$ cat config.mk
export PLATFORM = sky130hd
export DESIGN_NAME = apb_master_bridge_flat
export DESIGN_NICKNAME = d
export VERILOG_FILES = /design/src/rtl/apb_master_bridge_if.sv /design/src/rtl/apb_master_bridge.sv /design/src/flat_wrapper.sv
export SDC_FILE = /design/constraint.sdc
export NUM_CORES = 1
export LEC_CHECK = 0
export BUFFER_PORTS_ARGS = -buffer_cell sky130_fd_sc_hd__buf_2
export CAP_MARGIN = 30
export CORE_MARGIN = 3
export CORE_UTILIZATION = 35
export CTS_CLUSTER_DIAMETER = 120
export DETAILED_ROUTE_END_ITERATION = 10
export HOLD_SLACK_MARGIN = 0.1
export PLACE_DENSITY_LB_ADDON = 0.08
export SKIP_CTS_REPAIR_TIMING = 1
export SYNTH_ARGS = -nofsm -noshare
export SYNTH_HDL_FRONTEND = slang
export SYNTH_SLANG_ARGS = --single-unit
export TNS_END_PERCENT = 20
$ cat constraint.sdc
create_clock -name pclk_i -period 2.7 [get_ports pclk_i]
set_input_delay 0.54 -clock pclk_i [delete_from_list [all_inputs] [get_ports pclk_i]]
set_output_delay 0.54 -clock pclk_i [all_outputs]
set_load 0.02 [all_outputs]
$ cat src/rtl/apb_master_bridge_if.sv
// rtl/apb_master_bridge_if.sv - command/response and APB signal bundle for apb_master_bridge
//
// Signal names carry the bridge's point of view (_i = into the bridge, _o = out of it).
//   master modport : the bridge itself
//   slave modport  : the environment (command source, response sink, APB completer)
// Signals:
//   cmd_valid_i / cmd_ready_o / cmd_write_i / cmd_addr_i / cmd_wdata_i   command port
//   rsp_valid_o / rsp_ready_i / rsp_rdata_o / rsp_err_o / rsp_timeout_o response port
//   busy_o                                                               bridge not idle
//   psel_o / penable_o / pwrite_o / paddr_o / pwdata_o                   APB request
//   prdata_i / pready_i / pslverr_i                                      APB completion
interface apb_master_bridge_if #(
    parameter int ADDR_W = 32,
    parameter int DATA_W = 32
);
    logic              cmd_valid_i;
    logic              cmd_ready_o;
    logic              cmd_write_i;
    logic [ADDR_W-1:0] cmd_addr_i;
    logic [DATA_W-1:0] cmd_wdata_i;

    logic              rsp_valid_o;
    logic              rsp_ready_i;
    logic [DATA_W-1:0] rsp_rdata_o;
    logic              rsp_err_o;
    logic              rsp_timeout_o;

    logic              busy_o;

    logic              psel_o;
    logic              penable_o;
    logic              pwrite_o;
    logic [ADDR_W-1:0] paddr_o;
    logic [DATA_W-1:0] pwdata_o;
    logic [DATA_W-1:0] prdata_i;
    logic              pready_i;
    logic              pslverr_i;

    modport master (
        input  cmd_valid_i, cmd_write_i, cmd_addr_i, cmd_wdata_i,
        input  rsp_ready_i,
        input  prdata_i, pready_i, pslverr_i,
        output cmd_ready_o,
        output rsp_valid_o, rsp_rdata_o, rsp_err_o, rsp_timeout_o,
        output busy_o,
        output psel_o, penable_o, pwrite_o, paddr_o, pwdata_o
    );

    modport slave (
        output cmd_valid_i, cmd_write_i, cmd_addr_i, cmd_wdata_i,
        output rsp_ready_i,
        output prdata_i, pready_i, pslverr_i,
        input  cmd_ready_o,
        input  rsp_valid_o, rsp_rdata_o, rsp_err_o, rsp_timeout_o,
        input  busy_o,
        input  psel_o, penable_o, pwrite_o, paddr_o, pwdata_o
    );
endinterface

$ cat src/rtl/apb_master_bridge.sv
// rtl/apb_master_bridge.sv - single-outstanding valid/ready command to AMBA 3 APB requester
//
// Ports:
//   pclk_i   clock, rising edge
//   rst_n_i  asynchronous active-low reset; forces IDLE and clears every output
//   bus      apb_master_bridge_if.master: command port, response port, busy, APB bus
// Parameters:
//   ADDR_W, DATA_W  address / data widths
//   TIMEOUT_CYC     ACCESS-phase cycle limit (1..255), only used with APB_MASTER_TIMEOUT_EN
// Optional feature macro: APB_MASTER_TIMEOUT_EN
//   defined   -> ACCESS aborts after TIMEOUT_CYC cycles of pready_i low (err + timeout flagged)
//   undefined -> ACCESS waits indefinitely, rsp_timeout_o is constant 0
module apb_master_bridge #(
    parameter int ADDR_W      = 32,
    parameter int DATA_W      = 32,
    parameter int TIMEOUT_CYC = 16
) (
    input  logic                 pclk_i,
    input  logic                 rst_n_i,
    apb_master_bridge_if.master  bus
);

    if (TIMEOUT_CYC < 1 || TIMEOUT_CYC > 255) begin : g_bad_timeout_cyc
        $error("apb_master_bridge: TIMEOUT_CYC must be in 1..255");
    end

    typedef enum logic [1:0] {
        S_IDLE,
        S_SETUP,
        S_ACCESS,
        S_RESP
    } state_t;

    state_t            state_q, state_d;

    // Every output is a flop; the *_d values are computed from the next state
    // so the registered outputs line up with the state they describe.
    logic              cmd_ready_q, cmd_ready_d;
    logic              busy_q, busy_d;
    logic              psel_q, psel_d;
    logic              penable_q, penable_d;
    logic              pwrite_q, pwrite_d;
    logic [ADDR_W-1:0] paddr_q, paddr_d;
    logic [DATA_W-1:0] pwdata_q, pwdata_d;
    logic              rsp_valid_q, rsp_valid_d;
    logic [DATA_W-1:0] rsp_rdata_q, rsp_rdata_d;
    logic              rsp_err_q, rsp_err_d;

`ifdef APB_MASTER_TIMEOUT_EN
    localparam logic [7:0] TMO_LAST = 8'(TIMEOUT_CYC - 1);

    logic              rsp_timeout_q, rsp_timeout_d;
    logic [7:0]        tmo_cnt_q, tmo_cnt_d;
`endif

    always_ff @(posedge pclk_i or negedge rst_n_i) begin
        if (!rst_n_i) begin
            state_q       <= S_IDLE;
            cmd_ready_q   <= 1'b0;
            busy_q        <= 1'b0;
            psel_q        <= 1'b0;
            penable_q     <= 1'b0;
            pwrite_q      <= 1'b0;
            paddr_q       <= '0;
            pwdata_q      <= '0;
            rsp_valid_q   <= 1'b0;
            rsp_rdata_q   <= '0;
            rsp_err_q     <= 1'b0;
`ifdef APB_MASTER_TIMEOUT_EN
            rsp_timeout_q <= 1'b0;
            tmo_cnt_q     <= '0;
`endif
        end else begin
            state_q       <= state_d;
            cmd_ready_q   <= cmd_ready_d;
            busy_q        <= busy_d;
            psel_q        <= psel_d;
            penable_q     <= penable_d;
            pwrite_q      <= pwrite_d;
            paddr_q       <= paddr_d;
            pwdata_q      <= pwdata_d;
            rsp_valid_q   <= rsp_valid_d;
            rsp_rdata_q   <= rsp_rdata_d;
            rsp_err_q     <= rsp_err_d;
`ifdef APB_MASTER_TIMEOUT_EN
            rsp_timeout_q <= rsp_timeout_d;
            tmo_cnt_q     <= tmo_cnt_d;
`endif
        end
    end

    always_comb begin
        state_d       = state_q;
        pwrite_d      = pwrite_q;
        paddr_d       = paddr_q;
        pwdata_d      = pwdata_q;
        rsp_valid_d   = rsp_valid_q;
        rsp_rdata_d   = rsp_rdata_q;
        rsp_err_d     = rsp_err_q;
`ifdef APB_MASTER_TIMEOUT_EN
        rsp_timeout_d = rsp_timeout_q;
        tmo_cnt_d     = tmo_cnt_q;
`endif

        unique case (state_q)
            S_IDLE: begin
                // cmd_ready_q is still 0 in the first cycle after reset release,
                // so acceptance is gated on the registered ready, not the state.
                if (bus.cmd_valid_i && cmd_ready_q) begin
                    pwrite_d = bus.cmd_write_i;
                    paddr_d  = bus.cmd_addr_i;
                    pwdata_d = bus.cmd_wdata_i;
                    state_d  = S_SETUP;
                end
            end

            S_SETUP: begin
                state_d = S_ACCESS;
`ifdef APB_MASTER_TIMEOUT_EN
                tmo_cnt_d = '0;
`endif
            end

            S_ACCESS: begin
                if (bus.pready_i) begin
                    rsp_rdata_d = pwrite_q ? '0 : bus.prdata_i;
                    rsp_err_d   = bus.pslverr_i;
                    rsp_valid_d = 1'b1;
`ifdef APB_MASTER_TIMEOUT_EN
                    rsp_timeout_d = 1'b0;
`endif
                    state_d     = S_RESP;
                end
`ifdef APB_MASTER_TIMEOUT_EN
                // This cycle is the TIMEOUT_CYC-th wait cycle: abort now.
                else if (tmo_cnt_q == TMO_LAST) begin
                    rsp_rdata_d   = '0;
                    rsp_err_d     = 1'b1;
                    rsp_timeout_d = 1'b1;
                    rsp_valid_d   = 1'b1;
                    state_d       = S_RESP;
                end else begin
                    tmo_cnt_d = tmo_cnt_q + 8'd1;
                end
`endif
            end

            S_RESP: begin
                if (bus.rsp_ready_i) begin
                    rsp_valid_d = 1'b0;
                    state_d     = S_IDLE;
                end
            end

            default: begin
                state_d = S_IDLE;
            end
        endcase

        cmd_ready_d = (state_d == S_IDLE);
        busy_d      = (state_d != S_IDLE);
        psel_d      = (state_d == S_SETUP) || (state_d == S_ACCESS);
        penable_d   = (state_d == S_ACCESS);
    end

    assign bus.cmd_ready_o   = cmd_ready_q;
    assign bus.busy_o        = busy_q;
    assign bus.psel_o        = psel_q;
    assign bus.penable_o     = penable_q;
    assign bus.pwrite_o      = pwrite_q;
    assign bus.paddr_o       = paddr_q;
    assign bus.pwdata_o      = pwdata_q;
    assign bus.rsp_valid_o   = rsp_valid_q;
    assign bus.rsp_rdata_o   = rsp_rdata_q;
    assign bus.rsp_err_o     = rsp_err_q;
`ifdef APB_MASTER_TIMEOUT_EN
    assign bus.rsp_timeout_o = rsp_timeout_q;
`else
    assign bus.rsp_timeout_o = 1'b0;
`endif

endmodule

$ cat src/flat_wrapper.sv
// flat-port wrapper written by rule: the top's interface ports become plain ports
module apb_master_bridge_flat 
#(
    parameter int ADDR_W      = 32,
    parameter int DATA_W      = 32,
    parameter int TIMEOUT_CYC = 16
)
  (pclk_i, rst_n_i, bus_cmd_valid_i, bus_cmd_write_i, bus_cmd_addr_i, bus_cmd_wdata_i, bus_rsp_ready_i, bus_prdata_i, bus_pready_i, bus_pslverr_i, bus_cmd_ready_o, bus_rsp_valid_o, bus_rsp_rdata_o, bus_rsp_err_o, bus_rsp_timeout_o, bus_busy_o, bus_psel_o, bus_penable_o, bus_pwrite_o, bus_paddr_o, bus_pwdata_o);
  apb_master_bridge_if #(.ADDR_W(ADDR_W), .DATA_W(DATA_W)) bus_i ();
  input  logic pclk_i;
  input  logic rst_n_i;
  input wire logic [$bits(bus_i.cmd_valid_i)-1:0] bus_cmd_valid_i;
  input wire logic [$bits(bus_i.cmd_write_i)-1:0] bus_cmd_write_i;
  input wire logic [$bits(bus_i.cmd_addr_i)-1:0] bus_cmd_addr_i;
  input wire logic [$bits(bus_i.cmd_wdata_i)-1:0] bus_cmd_wdata_i;
  input wire logic [$bits(bus_i.rsp_ready_i)-1:0] bus_rsp_ready_i;
  input wire logic [$bits(bus_i.prdata_i)-1:0] bus_prdata_i;
  input wire logic [$bits(bus_i.pready_i)-1:0] bus_pready_i;
  input wire logic [$bits(bus_i.pslverr_i)-1:0] bus_pslverr_i;
  output wire logic [$bits(bus_i.cmd_ready_o)-1:0] bus_cmd_ready_o;
  output wire logic [$bits(bus_i.rsp_valid_o)-1:0] bus_rsp_valid_o;
  output wire logic [$bits(bus_i.rsp_rdata_o)-1:0] bus_rsp_rdata_o;
  output wire logic [$bits(bus_i.rsp_err_o)-1:0] bus_rsp_err_o;
  output wire logic [$bits(bus_i.rsp_timeout_o)-1:0] bus_rsp_timeout_o;
  output wire logic [$bits(bus_i.busy_o)-1:0] bus_busy_o;
  output wire logic [$bits(bus_i.psel_o)-1:0] bus_psel_o;
  output wire logic [$bits(bus_i.penable_o)-1:0] bus_penable_o;
  output wire logic [$bits(bus_i.pwrite_o)-1:0] bus_pwrite_o;
  output wire logic [$bits(bus_i.paddr_o)-1:0] bus_paddr_o;
  output wire logic [$bits(bus_i.pwdata_o)-1:0] bus_pwdata_o;
  assign bus_i.cmd_valid_i = bus_cmd_valid_i;
  assign bus_i.cmd_write_i = bus_cmd_write_i;
  assign bus_i.cmd_addr_i = bus_cmd_addr_i;
  assign bus_i.cmd_wdata_i = bus_cmd_wdata_i;
  assign bus_i.rsp_ready_i = bus_rsp_ready_i;
  assign bus_i.prdata_i = bus_prdata_i;
  assign bus_i.pready_i = bus_pready_i;
  assign bus_i.pslverr_i = bus_pslverr_i;
  assign bus_cmd_ready_o = bus_i.cmd_ready_o;
  assign bus_rsp_valid_o = bus_i.rsp_valid_o;
  assign bus_rsp_rdata_o = bus_i.rsp_rdata_o;
  assign bus_rsp_err_o = bus_i.rsp_err_o;
  assign bus_rsp_timeout_o = bus_i.rsp_timeout_o;
  assign bus_busy_o = bus_i.busy_o;
  assign bus_psel_o = bus_i.psel_o;
  assign bus_penable_o = bus_i.penable_o;
  assign bus_pwrite_o = bus_i.pwrite_o;
  assign bus_paddr_o = bus_i.paddr_o;
  assign bus_pwdata_o = bus_i.pwdata_o;
  apb_master_bridge #(.ADDR_W(ADDR_W), .DATA_W(DATA_W), .TIMEOUT_CYC(TIMEOUT_CYC)) u_core (.pclk_i(pclk_i), .rst_n_i(rst_n_i), .bus(bus_i));
endmodule
==> summary.md <==
| Metric | Value |
|---|---|
| H-tree levels | `3` |
| Antenna Diode Count | `0` |
| Site row count | `39` |
| Slew HR | `0.647` |
| Core ar. | `11700 um2` |
| Max IR drop VDD | `0.000558 V` |
| Vias/cell | `4.50` |
| Clk sinks | `105` |
| Hold slack final | `0.148 ns` |
| RSZ-0062 raised after global routing | `false` |
| Critical Path, Cell by Cell | `and3b_1 > buf_4 > mux2_2` |
| Layout cells sized above 1 | `0.681` |
| Post-DP Area | `5440 um2` |
| Largest net degree at the start of global routing | `53` |
| Drt initial violations | `91` |
| Area leader, netlist | `dfrtp_1` |
| Crit. End Element | `register` |
| Pwr/cell area | `1220 nW/um2` |
| Clock buffer depth | `2` |
| Drt pass-1 iters | `4` |
| Reg2Reg Depth | `3` |
| Routed WL per cell | `15.1 um` |
| Die width | `117 um` |
| CTS Buf Count | `9` |
| Worst-skew pair later-pin latency | `0.34 ns` |
| Max-cap violations | `0` |
| CTS tree | `done` |
| Cell count after placement | `606` |
| Clk slew on worst S/H paths | `0.07 ns` |
| Die area | `13600 um2` |
| Clock skew after layout | `0.00658 ns` |
| WL final | `9420 um` |
| Reg2Reg Setup Slack | `0.88 ns` |
| Reg2reg end | `u_core.bus.rsp_rdata_o[10]$_DFFE_PN0P_` |
| Root cell of the clock tree | `clkbuf_16` |
| CP Launch Type | `register` |
| Setup-failing EPs final | `0` |
| NumNets Final | `580` |
| Hpwl dp | `7060 um` |
| Register area share after synthesis | `0.614` |
| Data arrival, critical path | `2.04 ns` |
| Congestion Overflow GR | `0` |
| RR Startpoint | `u_core.state_q[0]$_DFF_PN0_` |
| Initial antenna violation count | `0` |
| Leakage power | `0.00294 uW` |
| Worst Path Required | `2.92 ns` |
| Gate Count Post-Synth | `266` |
| Critical Path Slowest Stage Cell | `and3b_1` |
| Non-Filler Instances | `622` |
| PortBufs | `205` |
| Filler Cell Count | `1077` |
| #FFs+latches synth | `105` |
| Main area contributors after synthesis | `dfrtp_1 61%, mux2_2 18%, mux2_4 9.8%` |
| Tot GR Track Use | `0.139` |
| Setup TNS | `0 ns` |
| Syn Std Cell Area | `4280 um2` |
| Synth warn | `0` |
| Final count of hold timing violations | `0` |
| Syn_area_per_cell | `16.1 um2` |
| Final Max Slew Viols | `0` |
| Status | `finished clean` |
| Worst Tran Pin Value | `0.530 ns` |
| Tmin final | `1.82 ns` |
| Net Count, Synth | `372` |
| GP Congestion | `0.719` |
| Tcrit/Tclk final | `0.674` |
| Vias in the first global route | `2804` |
| Critical path class | `register to register` |
| Ports | `207` |
| Synth cell types | `21` |
| Critical Path Start | `u_core.state_q[0]$_DFF_PN0_` |
| First-pass GRT wire length | `14300 um` |
| Vias | `2797` |
| Hold crit path type | `input pin to asynchronous set/reset pin` |
| Area Growth Syn to Fin | `33.8%` |
| Die H | `117 um` |
| Initial Util | `0.367` |
| Drc violations | `0` |
| Achievable Freq | `0.549 GHz` |
| Layout Utilization | `0.491` |
| Max incr delay on CP | `0.46 ns` |
| DRT antenna net count | `0` |
| Top-area cell type share of the netlist area | `0.614` |
| CP max FO | `27` |
| Final Instance Area | `5730 um2` |
synth_stat cells (all sizes together):
| cell | count |
|---|---|
| a21oi | 1 |
| and3b | 1 |
| ha | 3 |
| mux2 | 98 |
| dfrtp | 105 |
| o2bb2ai | 1 |
| nor2b | 33 |
| clkbuf | 3 |
| a211o | 1 |
| conb | 1 |
| and4bb | 1 |
| buf | 12 |
| inv | 1 |
| o21a | 1 |
| nand2 | 1 |
| o21ai | 1 |
| nand3 | 1 |
| a211oi | 1 |
logic make-up after synthesis:
kind of cell | Yosys count | synth area share
AND/OR/NAND/NOR | 37 | 0.0561
buffers and inverters | 16 | 0.0283
multiplexers | 98 | 0.282
AO/OA/AOI/OAI | 6 | 0.00994
other | 1 | 0.000876
flip-flops | 105 | 0.614
adder cells (fa/ha/maj) | 3 | 0.00877
final cells by class:
class,count,area (um2),area share
Clock buffer,14,284,0.0496
Timing Repair Buffer,212,1090,0.191
Clock inverter,2,10.0,0.00175
Inverter,1,3.75,0.000655
Multi-Input combinational cell,145,1530,0.267
Sequential cell,105,2630,0.459
Tap cell,143,179,0.0312
worst max-delay path by stage:
stage	endpoint	slack, ns
2_1_floorplan	u_core.bus.psel_o$_DFF_PN0_	0.93
3_3_place_gp	u_core.bus.rsp_rdata_o[14]$_DFFE_PN0P_	0.77
3_5_place_dp	u_core.bus.rsp_rdata_o[31]$_DFFE_PN0P_	0.76
4_1_cts	bus_pwrite_o	0.82
5_1_grt	bus_pwrite_o	0.76
6_report	u_core.bus.rsp_rdata_o[10]$_DFFE_PN0P_	0.88
routing by layer:
layer | global-route usage | up-vias | wire, um
met5 | 0 | - | 0
met4 | 0.0642 | 0 | 128
met3 | 0.0570 | 9 | 944
met2 | 0.210 | 122 | 4480
met1 | 0.173 | 1337 | 3870
li1 | - | 1329 | -
power breakdown:
part           internal (uW)  total, uW  leakage (uW)  switching, uW
clock network            724       1260      0.000149            540
registers               2320       2730       0.00129            411
logic                   1360       3010       0.00151           1650
total                   4400       7010       0.00294           2600
layout by cell type (no fill, tap or decap), types with 2 or more instances in the layout:
master     instances
clkinv_2           2
buf_4              7
mux2_4            28
clkbuf_8           4
mux2_2            70
buf_2            204
nor2b_1           33
dfrtp_1          105
ha_1               3
clkbuf_16          9
state kept, by name, summed over array words and instances, names as in the netlist:
signal and cells:
u_core.bus.paddr_o 32, u_core.bus.pwrite_o 1, u_core.bus.rsp_err_o 1, u_core.bus.penable_o 1, u_core.bus.busy_o 1, u_core.bus.rsp_rdata_o 32
u_core.bus.pwdata_o 32, u_core.state_q 2, u_core.bus.rsp_valid_o 1, u_core.bus.psel_o 1, u_core.bus.cmd_ready_o 1
metrics by stage:
stage	setup slack, ns	total power, uW
after CTS	0.820	7130
after floorplan	0.926	4750
after detailed placement	0.757	5820
after global routing	0.763	7470
final	0.879	7010
after global placement	0.766	5800
critical path, delay by kind of cell (launching register included):
| family | cells | cell delay, ns |
|---|---|---|
| mux | 1 | 0.38 |
| buf+inv | 1 | 0.40 |
| flops | 1 | 0.45 |
| simple gates | 1 | 0.46 |
No activity file was read; power rests on OpenSTA's default activity.
